[src/rtl/i2s_capture.sv]
// i2s_capture: I2S record-path receiver. BCLK/LRC/DAT are oversampled in the mclk domain and stereo pairs are presented on valid/ready.
// Optional macro I2S_CAPTURE_OVF_COUNT_EN adds rec_ovf_count, an 8-bit saturating count of dropped pairs.
module i2s_capture #(
  parameter int SAMPLE_BITS = 16
) (
  input  logic                   mclk,
  input  logic                   rst_n,
  input  logic                   audio_I2S_bclk,
  input  logic                   audio_I2S_reclrc,
  input  logic                   audio_I2S_recdat,
  output logic [SAMPLE_BITS-1:0] rec_left,
  output logic [SAMPLE_BITS-1:0] rec_right,
  output logic                   rec_valid,
  input  logic                   rec_ready,
  output logic                   rec_ovf,
`ifdef I2S_CAPTURE_OVF_COUNT_EN
  output logic [7:0]             rec_ovf_count,
`endif
  input  logic                   rec_ovf_clr
);

  localparam int IDX_W = $clog2(SAMPLE_BITS + 1);

  typedef enum logic [1:0] {
    ST_SYNC,
    ST_LEFT,
    ST_RIGHT
  } state_t;

  logic                   r_bclk_s1, r_bclk_s2, r_bclk_prev;
  logic                   r_lrc_s1, r_lrc_s2, r_lrc_last;
  logic                   r_dat_s1, r_dat_s2;
  logic [SAMPLE_BITS-1:0] r_shreg;
  logic [IDX_W-1:0]       r_bit_idx;
  logic [SAMPLE_BITS-1:0] r_left_hold;
  logic                   r_left_ok;
  state_t                 r_state;

  logic                   w_rise;
  logic                   w_change;
  logic [SAMPLE_BITS-1:0] w_shreg_cap;
  logic [IDX_W-1:0]       w_idx_cap;
  logic [SAMPLE_BITS-1:0] w_word;
  state_t                 w_state_nxt;
  logic                   w_left_load;
  logic                   w_pair_new;
  logic                   w_left_ok_nxt;
  logic                   w_accept;
  logic                   w_load;
  logic                   w_drop;

  always_ff @(posedge mclk or negedge rst_n) begin
    if (!rst_n) begin
      r_bclk_s1   <= 1'b0;
      r_bclk_s2   <= 1'b0;
      r_bclk_prev <= 1'b0;
      r_lrc_s1    <= 1'b0;
      r_lrc_s2    <= 1'b0;
      r_dat_s1    <= 1'b0;
      r_dat_s2    <= 1'b0;
    end else begin
      r_bclk_s1   <= audio_I2S_bclk;
      r_bclk_s2   <= r_bclk_s1;
      r_bclk_prev <= r_bclk_s2;
      r_lrc_s1    <= audio_I2S_reclrc;
      r_lrc_s2    <= r_lrc_s1;
      r_dat_s1    <= audio_I2S_recdat;
      r_dat_s2    <= r_dat_s1;
    end
  end

  assign w_rise   = r_bclk_s2 & ~r_bclk_prev;
  assign w_change = w_rise & (r_lrc_s2 != r_lrc_last);

  // The change-edge bit is the LSB of the ending word, so the commit uses the post-shift view.
  always_comb begin
    w_shreg_cap = r_shreg;
    w_idx_cap   = r_bit_idx;
    if (r_bit_idx < IDX_W'(SAMPLE_BITS)) begin
      w_shreg_cap = {r_shreg[SAMPLE_BITS-2:0], r_dat_s2};
      w_idx_cap   = r_bit_idx + IDX_W'(1);
    end
    w_word = w_shreg_cap << (IDX_W'(SAMPLE_BITS) - w_idx_cap);
  end

  always_ff @(posedge mclk or negedge rst_n) begin
    if (!rst_n) begin
      r_shreg    <= '0;
      r_bit_idx  <= '0;
      r_lrc_last <= 1'b0;
    end else if (w_rise) begin
      r_lrc_last <= r_lrc_s2;
      if (w_change) begin
        r_shreg   <= '0;
        r_bit_idx <= '0;
      end else begin
        r_shreg   <= w_shreg_cap;
        r_bit_idx <= w_idx_cap;
      end
    end
  end

  always_comb begin
    w_state_nxt   = r_state;
    w_left_load   = 1'b0;
    w_pair_new    = 1'b0;
    w_left_ok_nxt = r_left_ok;
    if (w_change) begin
      unique case (r_state)
        ST_SYNC: begin
          w_left_ok_nxt = 1'b0;
          w_state_nxt   = r_lrc_s2 ? ST_RIGHT : ST_LEFT;
        end
        ST_LEFT: begin
          if (r_lrc_s2) begin
            w_left_load   = 1'b1;
            w_left_ok_nxt = 1'b1;
            w_state_nxt   = ST_RIGHT;
          end else begin
            w_left_ok_nxt = 1'b0;
            w_state_nxt   = ST_SYNC;
          end
        end
        ST_RIGHT: begin
          w_left_ok_nxt = 1'b0;
          if (!r_lrc_s2) begin
            w_pair_new  = r_left_ok;
            w_state_nxt = ST_LEFT;
          end else begin
            w_state_nxt = ST_SYNC;
          end
        end
        default: begin
          w_left_ok_nxt = 1'b0;
          w_state_nxt   = ST_SYNC;
        end
      endcase
    end
  end

  always_ff @(posedge mclk or negedge rst_n) begin
    if (!rst_n) begin
      r_state     <= ST_SYNC;
      r_left_ok   <= 1'b0;
      r_left_hold <= '0;
    end else begin
      r_state   <= w_state_nxt;
      r_left_ok <= w_left_ok_nxt;
      if (w_left_load) begin
        r_left_hold <= w_word;
      end
    end
  end

  assign w_accept = rec_valid & rec_ready;
  assign w_load   = w_pair_new & (~rec_valid | rec_ready);
  assign w_drop   = w_pair_new & rec_valid & ~rec_ready;

  always_ff @(posedge mclk or negedge rst_n) begin
    if (!rst_n) begin
      rec_left  <= '0;
      rec_right <= '0;
      rec_valid <= 1'b0;
    end else if (w_load) begin
      rec_left  <= r_left_hold;
      rec_right <= w_word;
      rec_valid <= 1'b1;
    end else if (w_accept) begin
      rec_valid <= 1'b0;
    end
  end

  always_ff @(posedge mclk or negedge rst_n) begin
    if (!rst_n) begin
      rec_ovf <= 1'b0;
    end else if (rec_ovf_clr) begin
      rec_ovf <= 1'b0;
    end else if (w_drop) begin
      rec_ovf <= 1'b1;
    end
  end

`ifdef I2S_CAPTURE_OVF_COUNT_EN
  always_ff @(posedge mclk or negedge rst_n) begin
    if (!rst_n) begin
      rec_ovf_count <= '0;
    end else if (rec_ovf_clr) begin
      rec_ovf_count <= '0;
    end else if (w_drop && (rec_ovf_count != 8'hFF)) begin
      rec_ovf_count <= rec_ovf_count + 8'd1;
    end
  end
`endif

endmodule

[config.mk]
export PLATFORM = sky130hd
export DESIGN_NAME = i2s_capture
export DESIGN_NICKNAME = d
export VERILOG_FILES = /design/src/rtl/i2s_capture.sv
export SDC_FILE = /design/constraint.sdc
export NUM_CORES = 1
export LEC_CHECK = 0
export ABC_AREA = 1
export BUFFER_PORTS_ARGS = -buffer_cell sky130_fd_sc_hd__buf_4
export CAP_MARGIN = 30
export CORE_MARGIN = 5
export CORE_UTILIZATION = 30
export CTS_CLUSTER_DIAMETER = 50
export CTS_CLUSTER_SIZE = 25
export DETAILED_ROUTE_END_ITERATION = 8
export PLACE_DENSITY = 0.5
export SLEW_MARGIN = 20
export SYNTH_ARGS = -nofsm -noshare
export SYNTH_HDL_FRONTEND = slang
export SYNTH_SLANG_ARGS = --single-unit
[constraint.sdc]
create_clock -name mclk -period 4.55 [get_ports mclk]
set_input_delay 0.455 -clock mclk [delete_from_list [all_inputs] [get_ports mclk]]
set_output_delay 0.455 -clock mclk [all_outputs]
set_load 0.005 [all_outputs]
Word-level counts from Yosys, hierarchy flattened:

Index checks and enable logic that the tools add are counted.

* div/mod/pow operators: 0
* add/sub/neg operators: 2
* shift-type cells: 1
* multiplexer cells: 18
* $mul: 0
* reduce and logical (&&, ||, !) cells: 3
* bitwise logic cells: 10
* order comparisons: 1
* eq/ne operators: 3

Operator list (number)
* 16-bit two-way mux: 2
* 16-bit by 5-bit left shift with 16-bit output: 1
* 1-bit two-way mux: 11
* 5-bit two-way mux: 2
* 1-bit bitwise AND: 6
* 2-bit case mux with 3 select lines: 1
* 5-bit by 1-bit adder with 5-bit output (second input constant): 1
* 5-bit < comparator (second input constant): 1
* 5-bit subtractor (first input constant): 1
* 2-bit two-way mux: 2
* 2-bit nonzero test: 2
* 1-bit NOT: 3
* 2-bit by 1-bit == test with 1-bit output (second input constant): 1
* 2-bit == test (second input constant): 1
* 2-bit zero test: 1
* 1-bit != test: 1
* 1-bit OR: 1

* output and inout port bits: 34
* memories: 0
* bits in latches: 0
* bits in read-only memories: 0
* memory bits (writable): 0
* register bits: 82

Logic depth before layout (Yosys ltp):

* word-level depth: 8
* mapped depth: 13
* mapped depth without buffers: 13

Least setup slack after synthesis:

OpenSTA, ideal clock, no wires.

* path kind: flip-flop to flip-flop
* start: register r_bit_idx[0]
* end: register r_left_hold[10]
* cell stages (with the launch flop): 13
* data required time: 4.432 ns
* arrival time: 1.706 ns
* setup slack: 2.726 ns
* clock period less this slack: 1.824 ns
* cells stage by stage: dfrtp_1 > ha_1 > inv_1 > nand2_1 > nand2_1 > nand2_2 > nor2_2 > nand2_1 > nand2_1 > nand2_2 > buf_2 > nand4_1 > nand2_1

* word-level cells in the longest chain between the ends: 4
* elaborated cells between the ends (all ways): 6
* those cells by class: 2 x add/sub; 1 x order compare; 1 x shift; 2 x mux

Ends and longest elaborated chain
* start: declaration: RTL line 34 `logic [IDX_W-1:0] r_bit_idx;`
* start signal: assignment: RTL line 98 `r_bit_idx <= w_idx_cap;`
* 5-bit by 1-bit adder with 5-bit output / 5-bit < comparator (equally long branches): RTL line 81, 79
* 5-bit two-way mux: RTL line 79 `if (r_bit_idx < IDX_W'(SAMPLE_BITS)) begin`
* 5-bit subtractor: RTL line 83 `w_word = w_shreg_cap << (IDX_W'(SAMPLE_BITS) - w_idx_cap);`
* 16-bit by 5-bit left shift with 16-bit output *: RTL line 83
* end signal: assignment: RTL line 150 `r_left_hold <= w_word;`
* end: declaration: RTL line 35 `logic [SAMPLE_BITS-1:0] r_left_hold;`

Mark *: on every way between the ends. The rest lies on a longest branch, timed or not.
A chain may end at the register's enable or synchronous reset.

Worst setup path after layout:

* start: register r_bit_idx[4]
* end: register r_left_hold[5]

Same word-level chain as after synthesis.

==> run summary <==
Overall Global Routing Usage - 12.8%
Critical Path Start Type - flip-flop
Kind of critical path - flip-flop to flip-flop
Layout fillers - 1,456
Post_cts resized - 0
Post-CTS Hold Buffers - 0
Die Y - 128 um
Post-CTS Setup Repair Bufs - 0
Yosys reg bits - 82
CTS buffer count - 9
Leak - 0.00257 uW
CTS tree - yes
Final hold vios - 0
Vias in the first global route - 3,265
Post-Layout Inst Area - 4890 sq um
Setup TNS Final - 0 ps
Setup-failing EPs final - 0
Place WS - 1600 ps
Die Footprint - 16,300 sq um
Worst setup EP type - flip-flop
Post-route minimum period - 2970 ps
Clk buf depth - 2
Post-synth top area cell - dfrtp_1
Global-route wire length before repair - 16,500 um
Multi-input combinational cell area - 1840 sq um
Final Skew - 10.6 ps
Critical path endpoint - r_left_hold[5]$_DFFE_PN0P_
Pwr Density - 533 nW/um^2
Num rows - 43
Reg-to-Reg Start - r_bit_idx[4]$_DFFE_PN0P_
GP Congestion - 0.793
Critical path arrival - 3250 ps
Synth area leaders - dfrtp_1 (49%), nand2_1 (24%), nand3_1 (4.8%)
Outcome - finished clean
ANT nets after route - 0
Area fraction of the dominant cell type after synthesis - 49.3%
Post-route clock period utilization - 65.4%
Ports - 41
CP startpoint - r_bit_idx[4]$_DFFE_PN0P_
GRT Residual Overflow - 0
Synth warn - 0
Initial antenna violation count - 0
Worst-Margin Slew - 707 ps
Clk slew on worst S/H paths - 60 ps
HPWL after DPL - 7050 um
Starting Density - 30.4%
Syn_area_per_cell - 7.68 sq um
Violation count after the first detailed-routing iteration - 259
H-tree levels - 3
CORE AREA - 13,700 sq um
Final Core Density - 35.7%
Max Fclk - 336 MHz
Wire per inst - 13.0 um
Crit path required time - 4820 ps
R2R depth - 12
Max-slew violations - 0
EDFF count, synth - 0
Count of cell types in the netlist - 29
Mapped Nets - 550
Chip Width - 128 um
CTS sink cnt - 82
Post-Route WL - 9800 um
R2R setup slack - 1580 ps
Number of port buffers - 40
RSZ-0062 raised after global routing - no
Rel. slew slack - 52.8%
TritonRoute pass-1 iters - 4
Worst hold path class - primary input to async pin
Largest vdd supply drop - 303 uV
RR Endpoint - r_left_hold[5]$_DFFE_PN0P_
Final worst slack - 1580 ps
Most frequent cells after synthesis - nand2_1 (262), dfrtp_1 (82), nand3_1 (40)
Register Area - 2050 sq um
Area grow syn2layout - 17.5%
Top-count cell post-synth - nand2_1
Placed cell areas - 4570 sq um
Diode count - 0
Main synth FF type - dfrtp_1
Fraction of registers with async set/reset - 100%
Share of cells above drive strength 1 - 15.8%
Largest net degree at the start of global routing - 45
Root buf cell - clkbuf_16
Tot Pwr - 2610 uW
Sequential area share after synthesis - 49.3%
Final nets - 579
Max Cap Viol - 0
Via count - 3,471
Mapped Cells - 542
Clock latency at the later pin of the worst-skew pair - 350 ps
Avg Vias per Cell - 4.59
Synthesized area - 4160 sq um
DRC - 0
Crit-path max FO - 23
## where the power goes
group | total (uW) | internal (uW) | switching, uW | leakage, uW
clock | 776 | 493 | 283 | 0.000156
sequential | 882 | 823 | 59.7 | 0.00109
combinational | 949 | 284 | 665 | 0.00132
total | 2610 | 1600 | 1010 | 0.00257
## critical path: stages, from the launching register on
cell     delay [ps]
dfrtp_1         800
inv_2           360
nand2_1         130
nand2_1         370
nand2_2         250
nor2_2           80
nand2_1         100
nand2_1          70
nand2_2         270
nand2_1         140
inv_2           110
nand2_1         110
o21ai_2         120
## worst min path at each step
stage	from	end	slack (ps)	depth (start not counted)
global placement	r_lrc_s1$_DFF_PN0_	r_lrc_s2$_DFF_PN0_	330	0
floorplan	rst_n	r_bclk_prev$_DFF_PN0_	160	0
finish	rst_n	r_left_hold[4]$_DFFE_PN0P_	100	1
detailed placement	r_bclk_s1$_DFF_PN0_	r_bclk_s2$_DFF_PN0_	330	0
CTS	rst_n	r_left_hold[4]$_DFFE_PN0P_	110	1
global route	rst_n	r_left_hold[4]$_DFFE_PN0P_	150	1
## logic make-up after synthesis
logic type	Yosys count	share of synthesized area (%)
simple gates	352	36.7
buf+inv	58	6.64
flops	82	49.3
fa+ha+maj	1	0.300
compound gates	49	7.12
## layer usage
layer | global-route usage (%) | routed length [um] | up-vias
met4 | 4.62 | 202 | 0
met3 | 3.38 | 425 | 13
met1 | 17.8 | 4840 | 1605
met2 | 19.1 | 4340 | 51
li1 | - | - | 1802
met5 | 0 | 0 | -
## state kept, by name (all words and copies together), names as in the netlist
signal,cells
r_left_ok,1
r_bclk_s2,1
r_lrc_s2,1
rec_right,16
r_bit_idx,5
r_dat_s1,1
rec_ovf,1
r_bclk_prev,1
r_state,2
rec_valid,1
r_left_hold,16
r_shreg,16
r_bclk_s1,1
r_lrc_s1,1
r_lrc_last,1
rec_left,16
r_dat_s2,1
## cell usage in the layout (no fill, tap or decap)
| cell | count |
|---|---|
| buf_16 | 1 |
| bufinv_16 | 2 |
| nand4_1 | 19 |
| nor2_2 | 2 |
| o21ai_0 | 10 |
| nand3_1 | 40 |
| ha_1 | 1 |
| a211oi_1 | 1 |
| nand3_2 | 1 |
| o21ba_2 | 1 |
| o21ai_1 | 10 |
| nor2_4 | 4 |
| nor3_1 | 1 |
| clkinvlp_4 | 1 |
| nand2_2 | 11 |
| clkbuf_1 | 1 |
| inv_2 | 6 |
| buf_4 | 40 |
| clkbuf_16 | 9 |
| dfrtp_1 | 82 |
| clkinv_2 | 2 |
| clkbuf_8 | 1 |
| nor2_1 | 7 |
| a21oi_1 | 3 |
| nand4_2 | 1 |
| nand2_1 | 262 |
| nand2_4 | 3 |
| o22ai_1 | 18 |
| a21oi_2 | 1 |
| nor3_2 | 1 |
| o21bai_1 | 1 |
| o21ai_2 | 4 |
| inv_1 | 29 |
## through the flow
stage	hold WS, ps	cells
global placement	335	739
finish	99.0	756
CTS	109	756
detailed placement	335	740
global route	150	756
floorplan	159	542
## cell type report
class | instances | share of cell area (%)
clock buffers | 11 | 4.96
clock inverters | 5 | 1.59
inverters | 35 | 2.69
multi-input cells | 402 | 37.5
flip-flops and latches | 82 | 41.9
well taps | 180 | 4.60
repair buffers | 41 | 6.70
Note: power is estimated with default switching activity, not from simulation.
